### src/rtl/fft_uart_pkg.sv
// Shared definitions for the FFT frame serialiser: FSM encoding, default sync
// byte and the frame length helper.
package fft_uart_pkg;

  typedef enum logic [1:0] {
    ST_IDLE      = 2'd0,
    ST_ISSUE     = 2'd1,
    ST_WAIT_DONE = 2'd2,
    ST_FINISH    = 2'd3
  } state_e;

  localparam logic [7:0] SYNC_BYTE_DEFAULT = 8'hA5;

  // One sync byte followed by every real/imag word of every point.
  function automatic int unsigned total_bytes(input int unsigned n_points,
                                              input int unsigned data_width);
    return 1 + n_points * 2 * (data_width / 8);
  endfunction

endpackage

### src/rtl/fft_uart_frame_sender.sv
// Captures an 8-point complex FFT frame and feeds it byte by byte (sync byte,
// then re0, im0, re1, ... LSB first) to a byte-wide UART transmitter.
module fft_uart_frame_sender
  import fft_uart_pkg::*;
#(
  parameter int unsigned N_POINTS   = 8,
  parameter int unsigned DATA_WIDTH = 16,
  parameter logic [7:0]  SYNC_BYTE  = SYNC_BYTE_DEFAULT
) (
  input  logic                             i_Clock,
  input  logic                             i_Reset,
  input  logic                             i_Load,
  input  logic [N_POINTS*2*DATA_WIDTH-1:0] i_Frame,
  input  logic                             i_Tx_Active,
  input  logic                             i_Tx_Done,
  output logic                             o_Tx_DV,
  output logic [7:0]                       o_Tx_Byte,
  output logic                             o_Busy,
  output logic                             o_Frame_Done,
  output logic                             o_Overrun,
  output logic [1:0]                       o_State
);

  localparam int unsigned FRAME_W     = N_POINTS * 2 * DATA_WIDTH;
  localparam int unsigned TOTAL_BYTES = total_bytes(N_POINTS, DATA_WIDTH);
  localparam int unsigned IDX_W       = $clog2(TOTAL_BYTES);
  localparam logic [IDX_W-1:0] LAST_IDX = IDX_W'(TOTAL_BYTES - 1);

  // Handshake: o_Tx_DV is a single-cycle strobe with o_Tx_Byte held stable
  // under it; a byte is only offered when the transmitter reports neither
  // active nor done, so it is guaranteed to be sitting idle and take it.

  state_e               state_q, state_d;
  logic [IDX_W-1:0]     idx_q, idx_d;
  logic [FRAME_W-1:0]   frame_q, frame_d;
  logic                 tx_dv_q, tx_dv_d;
  logic [7:0]           tx_byte_q, tx_byte_d;
  logic                 busy_q, busy_d;
  logic                 frame_done_q, frame_done_d;
  logic                 overrun_q, overrun_d;

  logic [IDX_W-1:0]     data_idx;
  logic [7:0]           byte_sel;

  // Words are packed contiguously and sent LSB first, so data byte j sits
  // at bit offset 8*j of the captured frame.
  always_comb begin
    data_idx = idx_q - IDX_W'(1);
    byte_sel = (idx_q == '0) ? SYNC_BYTE : 8'(frame_q >> {data_idx, 3'b000});
  end

  always_comb begin
    state_d      = state_q;
    idx_d        = idx_q;
    frame_d      = frame_q;
    tx_dv_d      = 1'b0;
    tx_byte_d    = tx_byte_q;
    busy_d       = busy_q;
    frame_done_d = 1'b0;
    overrun_d    = i_Load & busy_q;
    unique case (state_q)
      ST_IDLE: begin
        if (i_Load) begin
          frame_d = i_Frame;
          idx_d   = '0;
          busy_d  = 1'b1;
          state_d = ST_ISSUE;
        end
      end
      ST_ISSUE: begin
        if (!i_Tx_Active && !i_Tx_Done) begin
          tx_byte_d = byte_sel;
          tx_dv_d   = 1'b1;
          state_d   = ST_WAIT_DONE;
        end
      end
      ST_WAIT_DONE: begin
        if (i_Tx_Done) begin
          if (idx_q == LAST_IDX) begin
            frame_done_d = 1'b1;
            state_d      = ST_FINISH;
          end else begin
            idx_d   = idx_q + IDX_W'(1);
            state_d = ST_ISSUE;
          end
        end
      end
      ST_FINISH: begin
        busy_d  = 1'b0;
        state_d = ST_IDLE;
      end
      default: state_d = ST_IDLE;
    endcase
  end

  always_ff @(posedge i_Clock) begin
    if (i_Reset) begin
      state_q      <= ST_IDLE;
      idx_q        <= '0;
      tx_dv_q      <= 1'b0;
      tx_byte_q    <= 8'h00;
      busy_q       <= 1'b0;
      frame_done_q <= 1'b0;
      overrun_q    <= 1'b0;
    end else begin
      state_q      <= state_d;
      idx_q        <= idx_d;
      tx_dv_q      <= tx_dv_d;
      tx_byte_q    <= tx_byte_d;
      busy_q       <= busy_d;
      frame_done_q <= frame_done_d;
      overrun_q    <= overrun_d;
    end
  end

  // The frame buffer survives reset; only a fresh load overwrites it.
  always_ff @(posedge i_Clock) begin
    frame_q <= frame_d;
  end

  assign o_Tx_DV      = tx_dv_q;
  assign o_Tx_Byte    = tx_byte_q;
  assign o_Busy       = busy_q;
  assign o_Frame_Done = frame_done_q;
  assign o_Overrun    = overrun_q;
  assign o_State      = state_q;

endmodule

### config.mk
export PLATFORM = sky130hd
export DESIGN_NAME = fft_uart_frame_sender
export DESIGN_NICKNAME = d
export VERILOG_FILES = /design/src/rtl/fft_uart_pkg.sv /design/src/rtl/fft_uart_frame_sender.sv
export SDC_FILE = /design/constraint.sdc
export NUM_CORES = 1
export LEC_CHECK = 0
export BUFFER_PORTS_ARGS = -buffer_cell sky130_fd_sc_hd__buf_2
export CORE_MARGIN = 5
export CORE_UTILIZATION = 48
export DETAILED_ROUTE_END_ITERATION = 8
export PLACE_DENSITY = 0.76
export SKIP_CTS_REPAIR_TIMING = 1
export SYNTH_ARGS = -nofsm -noshare
export SYNTH_HDL_FRONTEND = slang
export SYNTH_SLANG_ARGS = --single-unit
### constraint.sdc
create_clock -name i_Clock -period 8 [get_ports i_Clock]
set_input_delay 1.6 -clock i_Clock [delete_from_list [all_inputs] [get_ports i_Clock]]
set_output_delay 1.6 -clock i_Clock [all_outputs]
set_load 0.005 [all_outputs]
==> results_dict.tcl <==
set metrics [dict create \
    finalCritPeriodShare_pct 41.2 \
    fin_crit_ps 3290 \
    crit_slowest_cell "and3_4" \
    grt_pass1_wl_mm 36.1 \
    path_class "in2reg" \
    syn_inst 550 \
    place_congestion 0.800 \
    internal_power_mw 2.46 \
    areaGrowthSynthToFinish_pct 22.5 \
    cp_slowest_stage_delay_ps 870 \
    initial_core_util_pct 48.4 \
    ff2ff_path_depth 7 \
    end_kind "flip-flop" \
    overflow 0 \
    synth_largest_area_cell "edfxtp_1" \
    min_path_cells 2 \
    fin_cells 1142 \
    startpoint_type "input pin" \
    ys_seq_elements 276 \
    wl_met2_mm 12.5 \
    multiInputGateArea_sq_um 2590 \
    final_net_count 1095 \
    rsz0062_at_grt "no" \
    first_pass_iters 5 \
    comb_power_share_pct 6.2 \
    synth_top_area_share_pct 70.5 \
    highest_layer "met4" \
    hold_violations 0 \
    dieArea_sq_um 25800 \
    setup-violations-final 0 \
    finalWirelength_mm 23.6 \
    wl_met1_mm 9.22 \
    dp_hpwl_mm 16.6 \
    maxSlewViolCount 0 \
    row_count 55 \
    path_buf_inv 2 \
    numCtsBuffers 28 \
    r2r_end "o_Tx_Byte[7]" \
    status "finished clean" \
    die_h_um 161 \
    reg2reg_slack_ps 4840 \
    ys_seq_area_share_pct 74.2 \
    coreArea_sq_um 22500 \
    peakVddDrop_mv 0.197 \
    r2r-start "idx_q[0]" \
    cts.sinks 276 \
    fillCellCount 1680 \
    dp_cells 1087 \
    path_max_fanout 78 \
    drt-vias-per-instance 5.29 \
    p_clk_share_pct 38.6 \
    io_pins 275 \
    cp_top_family "buffers and inverters" \
    hp-class "reg2reg" \
    grt_max_degree 119 \
    synth_top_flop_cell "edfxtp_1" \
    clock-root-buffer "clkbuf_16" \
    wl_met3_mm 1.30 \
    netSwitchingFraction_pct 20.8 \
    worstHoldEndpoint "o_Tx_Byte[3]" \
    synth-edff-count 256 \
    drt_iter0_drc 471 \
    yosysUniqueCellTypes 45 \
    avgSynthCellArea_sq_um 19.8 \
    required_ps 8170 \
    antenna_found_initial 3 \
    setup_tns_ps 0 \
    ys_async_sr_fraction_pct 0 \
    worst_slew_pin_slew_ps 1050 \
    worst_clock_skew_ps 12.0 \
    final_layout_size_suffix_gt1_share_pct 46.5 \
    area.sequential_sq_um 8090 \
    power_density_nw_per_um2 233 \
    postSynthNetCount 813 \
    pwr-share-seq_pct 55.2 \
    syn_area_sq_um 10900 \
    leakagePower_nw 4.98 \
    synth.area.top_cells "edfxtp_1, mux4_2, dfxtp_1, nand2_1, mux2i_1" \
    ys_warn_count 0 \
    relSlewSlack_pct 29.7 \
    hp-start "o_Tx_Byte[3]" \
    final_antenna_net_count 0 \
    grt_pass1_vias 6497 \
    fp.dieW_um 161 \
    grt_usage_pct 18.0 \
    worstPathArrival_ps 3460 \
    portBuffers 274 \
    drc 0 \
    num_vias 6041 \
    clockBufferDepth 3 \
    clk_pin_slew_ps 60 \
    cts_tree "yes" \
    clk_latency_ps 540 \
    cts_max_level 1 \
    worstPathCellList "buf_2 > and3_4 > buf_4" \
    fmax_ghz 0.304 \
    power.switching_mw 0.645 \
    routedWlPerCell_um 20.7 \
    cap_violations 0 \
]
## worst max path at each step
stage          startpoint           end  slack [ps]  cells after the start
2_1_floorplan      i_Load      idx_q[2]        2670                      3
3_3_place_gp       i_Load  frame_q[168]        4210                      3
3_5_place_dp       i_Load  frame_q[168]        4150                      3
4_1_cts            i_Load  frame_q[101]        4730                      3
5_1_grt            i_Load  frame_q[148]        4620                      3
6_report           i_Load  frame_q[175]        4710                      3
## synth_stat cells, drive strengths merged, types with 4 or more instances
master	count
a211oi	7
a21oi	9
a32o	4
buf	24
dfxtp	20
edfxtp	256
inv	9
mux2i	16
mux4	64
nand2	45
nand2b	5
nand3	13
nand4	4
nor2	15
o21ai	17
o31ai	5
or2	4
xnor2	7
## power groups by stage
stage                     sequential [mW]  clock, mW  combinational [mW]
after floorplan                      1.75          0              0.0974
after global placement               1.74          0               0.192
after detailed placement             1.75          0               0.194
after CTS                            1.72       1.23               0.195
after global routing                 1.72       1.30               0.209
final                                1.71       1.20               0.192
## metal layers
layer  track usage [%]  up-vias
li1                  -     2801
met1              23.2     2971
met2              31.7      227
met3              2.87       42
met4              5.59        0
met5                 0        -
## sequential cells by signal, indices dropped and copies added, names as in the netlist
register	count
frame_q	256
idx_q	6
o_Busy	1
o_Frame_Done	1
o_Overrun	1
o_State	2
o_Tx_Byte	8
o_Tx_DV	1
## cell usage in the layout (no fill, tap or decap), types with 2 or more instances in the layout
master	Yosys	final
buf_2	7	274
edfxtp_1	256	256
mux4_2	62	62
nand2_1	45	45
clkbuf_16	0	28
dfxtp_1	20	19
mux2i_1	16	16
nor2_1	15	15
o21ai_0	15	15
nand3_1	13	13
a21oi_1	9	9
inv_1	8	8
a211oi_1	7	7
xnor2_1	7	6
clkbuf_1	2	6
nand2b_1	5	5
clkinv_1	0	5
clkinv_2	0	5
diode_2	0	4
or2_2	4	4
a32o_1	4	4
o31ai_1	4	4
nand4_1	4	4
clkinvlp_4	0	4
buf_4	7	3
nor2b_1	2	2
o22ai_1	2	2
mux4_1	2	2
o21ai_1	2	2
## worst min-delay path, delay by kind of cell (launching register included)
family / cells / cell delay (ps)
AO/OA/AOI/OAI: 1 / 50
AND/OR/NAND/NOR: 1 / 50
flip-flops: 1 / 320
## area by class of cell
cell class	instances	area share (%)
flip-flops and latches	276	60.6
multi-input cells	239	19.4
repair buffers	278	10.6
clock buffers	34	5.42
well taps	285	2.67
clock inverters	17	0.965
inverters	9	0.253
diodes	4	0.0750
## through the flow
step	power [mW]	worst slack, ps	area [sq um]	utilization, %	hold slack (ps)
2_1_floorplan	1.84	2670	10900	-	449
3_3_place_gp	1.93	4210	12500	55.5	434
3_5_place_dp	1.94	4150	12500	55.5	437
4_1_cts	3.14	4730	13300	59.3	451
5_1_grt	3.23	4620	13300	59.3	472
6_report	3.11	4710	13400	59.3	453
## kinds of logic after synthesis
logic type | after synthesis | synth area share, %
multiplexers | 80 | 14.8
AO/OA/AOI/OAI | 51 | 3.36
adder cells (fa/ha/maj) | 2 | 0.230
XOR/XNOR | 8 | 0.815
flip-flops | 276 | 74.2
buffers and inverters | 35 | 2.22
AND/OR/NAND/NOR | 98 | 4.39
(Power assumes the default switching activity.)
